--- src/rtl/dmem_port_arbiter.sv ---
// Round-robin arbiter sharing single-port DataMemory between m0 (LSU) and m1 (debug/DMA), plus zero-fill clear engine.
// Latency: grant is combinational and the access completes at that posedge; read data/rvalid appear 1 cycle later.
// Backpressure: a master holds req and fields until gnt; no grants while the clear engine owns the memory.
module dmem_port_arbiter #(
    parameter int MEM_WIDTH     = 32,
    parameter int MEM_DEPTH     = 100,
    parameter int ADDRESS_WIDTH = 32
) (
    input  logic                     CLK,
    input  logic                     rst,
    input  logic                     m0_req,
    input  logic                     m0_we,
    input  logic [ADDRESS_WIDTH-1:0] m0_addr,
    input  logic [MEM_WIDTH-1:0]     m0_wdata,
    output logic                     m0_gnt,
    output logic                     m0_rvalid,
    output logic [MEM_WIDTH-1:0]     m0_rdata,
    input  logic                     m1_req,
    input  logic                     m1_we,
    input  logic [ADDRESS_WIDTH-1:0] m1_addr,
    input  logic [MEM_WIDTH-1:0]     m1_wdata,
    output logic                     m1_gnt,
    output logic                     m1_rvalid,
    output logic [MEM_WIDTH-1:0]     m1_rdata,
    input  logic                     clr_start,
    output logic                     clr_busy,
    output logic                     clr_done,
    output logic [ADDRESS_WIDTH-1:0] mem_addr,
    output logic [MEM_WIDTH-1:0]     mem_wd,
    output logic                     mem_wen,
    input  logic [MEM_WIDTH-1:0]     mem_rd
);

    localparam int CNT_W = $clog2(MEM_DEPTH);
    localparam logic [CNT_W-1:0] CNT_LAST = CNT_W'(MEM_DEPTH - 1);

    typedef enum logic {
        RUN   = 1'b0,
        CLEAR = 1'b1
    } state_t;

    state_t           state, state_nxt;
    logic             prio, prio_nxt;
    logic [CNT_W-1:0] clr_cnt, clr_cnt_nxt;
    logic             clr_done_nxt;

    assign clr_busy = (state == CLEAR);

    // Next-state, arbitration and memory pin drive; prio always points at the master not served last.
    always_comb begin
        state_nxt    = state;
        prio_nxt     = prio;
        clr_cnt_nxt  = clr_cnt;
        clr_done_nxt = 1'b0;
        m0_gnt       = 1'b0;
        m1_gnt       = 1'b0;
        mem_addr     = '0;
        mem_wd       = '0;
        mem_wen      = 1'b0;
        case (state)
            RUN: begin
                if (m0_req && (!m1_req || !prio)) begin
                    m0_gnt   = 1'b1;
                    prio_nxt = 1'b1;
                    mem_addr = m0_addr;
                    mem_wd   = m0_wdata;
                    mem_wen  = m0_we;
                end else if (m1_req) begin
                    m1_gnt   = 1'b1;
                    prio_nxt = 1'b0;
                    mem_addr = m1_addr;
                    mem_wd   = m1_wdata;
                    mem_wen  = m1_we;
                end
                // A grant in the same cycle as clr_start still completes before the fill begins.
                if (clr_start) begin
                    state_nxt   = CLEAR;
                    clr_cnt_nxt = '0;
                end
            end
            CLEAR: begin
                mem_wen  = 1'b1;
                mem_addr = ADDRESS_WIDTH'(clr_cnt);
                if (clr_cnt == CNT_LAST) begin
                    state_nxt    = RUN;
                    clr_cnt_nxt  = '0;
                    clr_done_nxt = 1'b1;
                end else begin
                    clr_cnt_nxt = clr_cnt + 1'b1;
                end
            end
            default: begin
                state_nxt   = RUN;
                clr_cnt_nxt = '0;
            end
        endcase
    end

    // State, counters and registered read responses; reset abandons any clear in progress.
    always_ff @(posedge CLK) begin
        if (!rst) begin
            state     <= RUN;
            prio      <= 1'b0;
            clr_cnt   <= '0;
            clr_done  <= 1'b0;
            m0_rvalid <= 1'b0;
            m1_rvalid <= 1'b0;
            m0_rdata  <= '0;
            m1_rdata  <= '0;
        end else begin
            state     <= state_nxt;
            prio      <= prio_nxt;
            clr_cnt   <= clr_cnt_nxt;
            clr_done  <= clr_done_nxt;
            m0_rvalid <= m0_gnt && !m0_we;
            m1_rvalid <= m1_gnt && !m1_we;
            if (m0_gnt && !m0_we) begin
                m0_rdata <= mem_rd;
            end
            if (m1_gnt && !m1_we) begin
                m1_rdata <= mem_rd;
            end
        end
    end

endmodule

--- config.mk ---
export PLATFORM = sky130hd
export DESIGN_NAME = dmem_port_arbiter
export DESIGN_NICKNAME = d
export VERILOG_FILES = /design/src/rtl/dmem_port_arbiter.sv
export SDC_FILE = /design/constraint.sdc
export NUM_CORES = 1
export LEC_CHECK = 0
export ABC_AREA = 0
export BUFFER_PORTS_ARGS = -buffer_cell sky130_fd_sc_hd__buf_2
export CAP_MARGIN = 40
export CORE_AREA = 2 2 119 121
export DETAILED_ROUTE_END_ITERATION = 8
export DIE_AREA = 0 0 121 123
export HOLD_SLACK_MARGIN = 0.06
export SETUP_SLACK_MARGIN = 0.02
export SYNTH_ARGS = -nofsm -noshare
export SYNTH_HDL_FRONTEND = slang
export SYNTH_SLANG_ARGS = --single-unit
--- constraint.sdc ---
create_clock -name CLK -period 3.8 [get_ports CLK]
set_input_delay 0.76 -clock CLK [delete_from_list [all_inputs] [get_ports CLK]]
set_output_delay 0.76 -clock CLK [all_outputs]
set_load 0.02 [all_outputs]
; ---- Yosys cells after proc, flatten, opt, wreduce, memory -nomap -nowiden
; Cells that the tools add are included.
[totals]
ff_bits = 76
input_bits = 167
output_inout_bits = 135
wordCells = 46
[classes]
addsub = 1
n_eq_ne = 2
mux = 23
bitwise_logic = 1
reduce_logical = 11
[ops]
columns = operator, n
row1 = 32-bit 2-to-1 mux, 5
row2 = 32-bit case mux with 2 select lines, 1
row3 = 7-bit 2-to-1 mux, 2
row4 = 7-bit case mux with 2 select lines, 1
row5 = 1-bit 2-to-1 mux, 12
row6 = 7-bit by 1-bit adder with 7-bit output (second input constant), 1
row7 = 7-bit equality test (second input constant), 1
row8 = 1-bit logical NOT, 4
row9 = 1-bit case mux with 2 select lines, 2
row10 = 2-bit AND reduction, 2
row11 = 1-bit logical AND, 3
row12 = 2-bit != test (second input constant), 1
row13 = 2-bit nonzero test, 1
row14 = 1-bit logical OR, 1
row15 = 1-bit inverter, 1

; ---- Longest topological paths before layout
[logic_depth]
depth_word = 6
ltp_mapped = 6
ltp_nobuf = 4

; ---- Least setup slack after synthesis
; Ideal clock, no wire load.
[synth_timing]
path_type = input to output
from = in m0_req
to = out mem_wd[22]
arrival_time_ns = 1.668
required_time_ns = 3.040
path_slack_ns = 1.372
stages = 5
n_path_buf = 2
cell_sequence = nor2b_1 -> buf_2 -> nor2_4 -> buf_2 -> a22o_1
[synth_via]
elab_chain_len = 3
[synth_lines]
columns = item, line
row1 = from (decl), 11  ; input logic m0_req,
row2 = 1-bit logical AND, 62  ; if (m0_req && (!m1_req || !prio)) begin
row3 = 32-bit 2-to-1 mux, 62
row4 = 32-bit 2-to-1 mux, 60  ; case (state)
row5 = to (decl), 29  ; output logic [MEM_WIDTH-1:0] mem_wd,
; No other way between the ends.

; ---- Worst setup path in the final report
[layout_timing]
from = in m1_req
to = out mem_wd[11]
[layout_via]
elab_chain_len = 5
word_cells_on_any_way = 6
classes_between = mux (3) / reduce/logical (3)
[layout_lines]
columns = item, line
row1 = from (decl), 18  ; input logic m1_req,
row2 = 1-bit logical NOT, 62
row3 = 1-bit logical OR, 62
row4 = 1-bit logical AND, 62
row5 = 32-bit 2-to-1 mux *, 62
row6 = 32-bit 2-to-1 mux *, 60
; Every way passes the cells marked *; elsewhere a longest branch is shown, timed or not.

==> results.py <==
metrics = {
    "run_status": {
        "status": "complete, no violations",
    },
    "timing": {
        "finalSetupTns_ps": 0,
        "final_hold_viol_count": 0,
        "hold_ws_ps": 454.6,
        "slew_viol_final": 0,
        "max_freq_mhz": 343.6,
        "min_period_ps": 2910,
        "worst_slew_pin_slew_ps": 791.4,
        "skew_ps": 7.583,
        "rsz0062_at_grt": "no",
        "final-setup-viol-count": 0,
        "period_share_pct": 76.59,
        "relSlewSlack_pct": 47.18,
    },
    "final_layout": {
        "syn2layout_area_growth_pct": 48.01,
        "fill_cells": 1430,
        "drive_above_1_share_pct": 46.96,
        "layout.nets": 887,
        "utilization_pct": 43.05,
    },
    "power": {
        "comb_power_share_pct": 25.7,
        "seq_power_share_pct": 36.2,
        "irDropWorstVdd_mv": 0.2946,
        "power_switching_mw": 0.7461,
        "leakage_nw": 2.886,
        "pwr-share-clk_pct": 38.1,
        "power-per-cell-area_nw_per_um2": 399.2,
        "p_int_mw": 1.593,
        "sw_frac_of_total_pct": 31.90,
    },
    "worst_setup_path": {
        "arrival_ps": 2150,
        "crit_type": "in -> out",
        "start_kind": "primary input",
        "path_max_fanout": 39,
        "critPathRequiredTime_ps": 3040,
        "rrSetupSlack_ps": 2020,
        "reg2reg_depth": 4,
        "reg2reg_to": "m0_rdata[12]",
        "critPathMostFrequentCell": "buf_2",
        "crit_buf_inv": 3,
        "cp_num_cells": 6,
        "crit_end": "mem_wd[11]",
        "r2r_start": "clr_busy",
        "path_cells": "buf_2 > nand2b_1 > nor2_4 > buf_12 > a22o_1 > buf_2",
        "crit_slowest_cell": "nor2_4",
        "critPathMaxStageDelay_ps": 410,
        "cp-end-kind": "output port",
        "startpoint": "m1_req",
        "crit_family": "buffers and inverters",
    },
    "logic_synthesis": {
        "netlist-cell-type-count": 34,
        "yosysWarnings": 0,
        "avgSynthCellArea_sq_um": 8.797,
        "syn_inst": 450,
        "yosys-top-cells-area": "dfxtp_1 38%, a22o_1 13%, mux2i_1 8.1%",
        "ys.flop_type": "dfxtp_1",
        "synth_edf_count": 0,
        "async_flop_share_pct": 0,
        "synth_top_area_share_pct": 38.43,
        "ys_seq_area_share_pct": 38.43,
        "yosysTopAreaCell": "dfxtp_1",
        "syn_area_sq_um": 3959,
        "syn-num-nets": 618,
        "ys_ff_latch": 76,
    },
    "die": {
        "row_count": 43,
        "initial_core_util_pct": 29.08,
        "die_height_um": 123,
        "core_sq_um": 13610,
        "fp.dieW_um": 121,
        "ios": 302,
        "dieArea_sq_um": 14880,
    },
    "global_route": {
        "antenna_found_initial": 5,
        "grt_pass1_vias": 4525,
        "grtUsageTotal_pct": 27.69,
        "grt_max_degree": 73,
        "grt_pass1_wl_mm": 29.61,
        "grt_overflow_total": 0,
    },
    "clocking": {
        "cts.sinks": 76,
        "cts_max_path_buffers": 2,
        "numCtsBuffers": 9,
        "worstSkewPairLatency_ps": 340,
        "cts_setup_buffers": 0,
        "cts.clk_slew.worst_paths_ps": 60,
        "cts_tree": "done",
        "hold_buffers": 0,
        "root_buffer": "clkbuf_16",
        "h-tree-depth": 3,
        "cts_resized": 0,
    },
    "routing": {
        "wl_mm": 21.45,
        "via_per_inst": 5.318,
        "dr.max_layer_used": "met5",
        "routedWlPerCell_um": 23.65,
        "ant_nets": 0,
        "route.met3.wl_mm": 1.877,
        "first_iter_violations": 302,
        "vias": 4823,
        "drc": 0,
        "dr.pass1.iters": 4,
        "route.met2.wl_mm": 10.34,
        "drt-met1-wl_mm": 8.440,
    },
    "job": {
        "maxCapViolations": 0,
    },
    "placement": {
        "globalplace.congestion": 1.020,
        "port_buffers": 301,
        "hpwl_mm": 16.96,
    },
    "min_path": {
        "hold_class": "reg -> reg",
    },
}
[worst min path at each step]
stage | cells after the start | slack, ps | start | end
after global routing | 2 | 470 | m0_rdata[4] | m0_rdata[4]
after detailed placement | 2 | 450 | m0_rdata[23] | m0_rdata[23]
after CTS | 2 | 450 | m0_rdata[23] | m0_rdata[23]
final | 2 | 450 | m0_rdata[25] | m0_rdata[25]
after floorplan | 2 | 460 | clr_cnt[2] | clr_cnt[2]
after global placement | 2 | 440 | m0_rdata[25] | m0_rdata[25]
[state kept, by name (all words and copies together), names as in the netlist]
signal     flops
clr_busy       1
clr_cnt        7
clr_done       1
m0_rdata      32
m0_rvalid      1
m1_rdata      32
m1_rvalid      1
prio           1
[per-layer routing]
metal | vias to the layer above | track usage, %
met4 | 4 | 11.19
met5 | - | 4.167
met1 | 2309 | 32.34
met2 | 236 | 46.28
li1 | 2242 | -
met3 | 32 | 9.317
[worst register-to-register path, stage by stage (launching register included)]
cell and delay (ps):
dfxtp_1 450, nand2b_1 280, nor3b_2 170, buf_4 520
mux2i_1 280
[cell usage after synthesis (3+ instances only)]
master    instances
mux2i_1          32
clkbuf_1         20
buf_4            10
a21oi_1          36
nor2_1            3
a221o_1           7
nand4_1          34
buf_2            22
dfxtp_1          76
inv_1             3
a22o_1           57
o31ai_1          33
nand2_1          71
and3_1            9
buf_6             4
nand2b_1          5
[through the flow]
stage / total power, mW / cells / cell area, sq um / worst slack (ps)
floorplan: 1.196 / 450 / 3959 / 1372
finish: 2.339 / 907 / 5859 / 889.7
global placement: 1.459 / 887 / 5514 / 954.6
global route: 2.426 / 906 / 5857 / 775.6
CTS: 2.358 / 904 / 5852 / 886.2
detailed placement: 1.460 / 888 / 5542 / 899.6
[final cells by class]
class | instances | area, sq um | share of cell area, %
Clock buffer | 11 | 252.7 | 4.313
Antenna cell | 3 | 7.507 | 0.1281
Timing Repair Buffer | 314 | 1637 | 27.93
Sequential cell | 76 | 1521 | 25.97
Tap cell | 180 | 225.2 | 3.844
Clock inverter | 5 | 57.56 | 0.9823
Multi-Input combinational cell | 315 | 2147 | 36.64
Inverter | 3 | 11.26 | 0.1922
[power groups by stage]
stage	combinational, mW	sequential [mW]	clock, mW
floorplan	0.302	0.895	0
global placement	0.597	0.862	0
detailed placement	0.597	0.863	0
CTS	0.601	0.846	0.910
global route	0.635	0.850	0.941
finish	0.600	0.846	0.892
[logic make-up after synthesis]
kind of cell / share of synthesized area (%)
fa+ha+maj: 0.3160
simple gates: 17.45
buf+inv: 7.996
mux: 8.376
compound gates: 27.43
flops: 38.43
[placed cells by master (no fill, tap or decap), types with 3 or more instances in the layout]
master / count
buf_2: 301
dfxtp_1: 76
nand2_1: 71
a22o_1: 57
a21oi_1: 35
nand4_1: 34
o31ai_1: 33
mux2i_1: 32
buf_4: 11
and3_1: 9
clkbuf_16: 9
a221o_1: 7
nand2b_1: 5
diode_2: 3
inv_1: 3
nor2_1: 3
No activity file was read; power rests on OpenSTA's default activity.
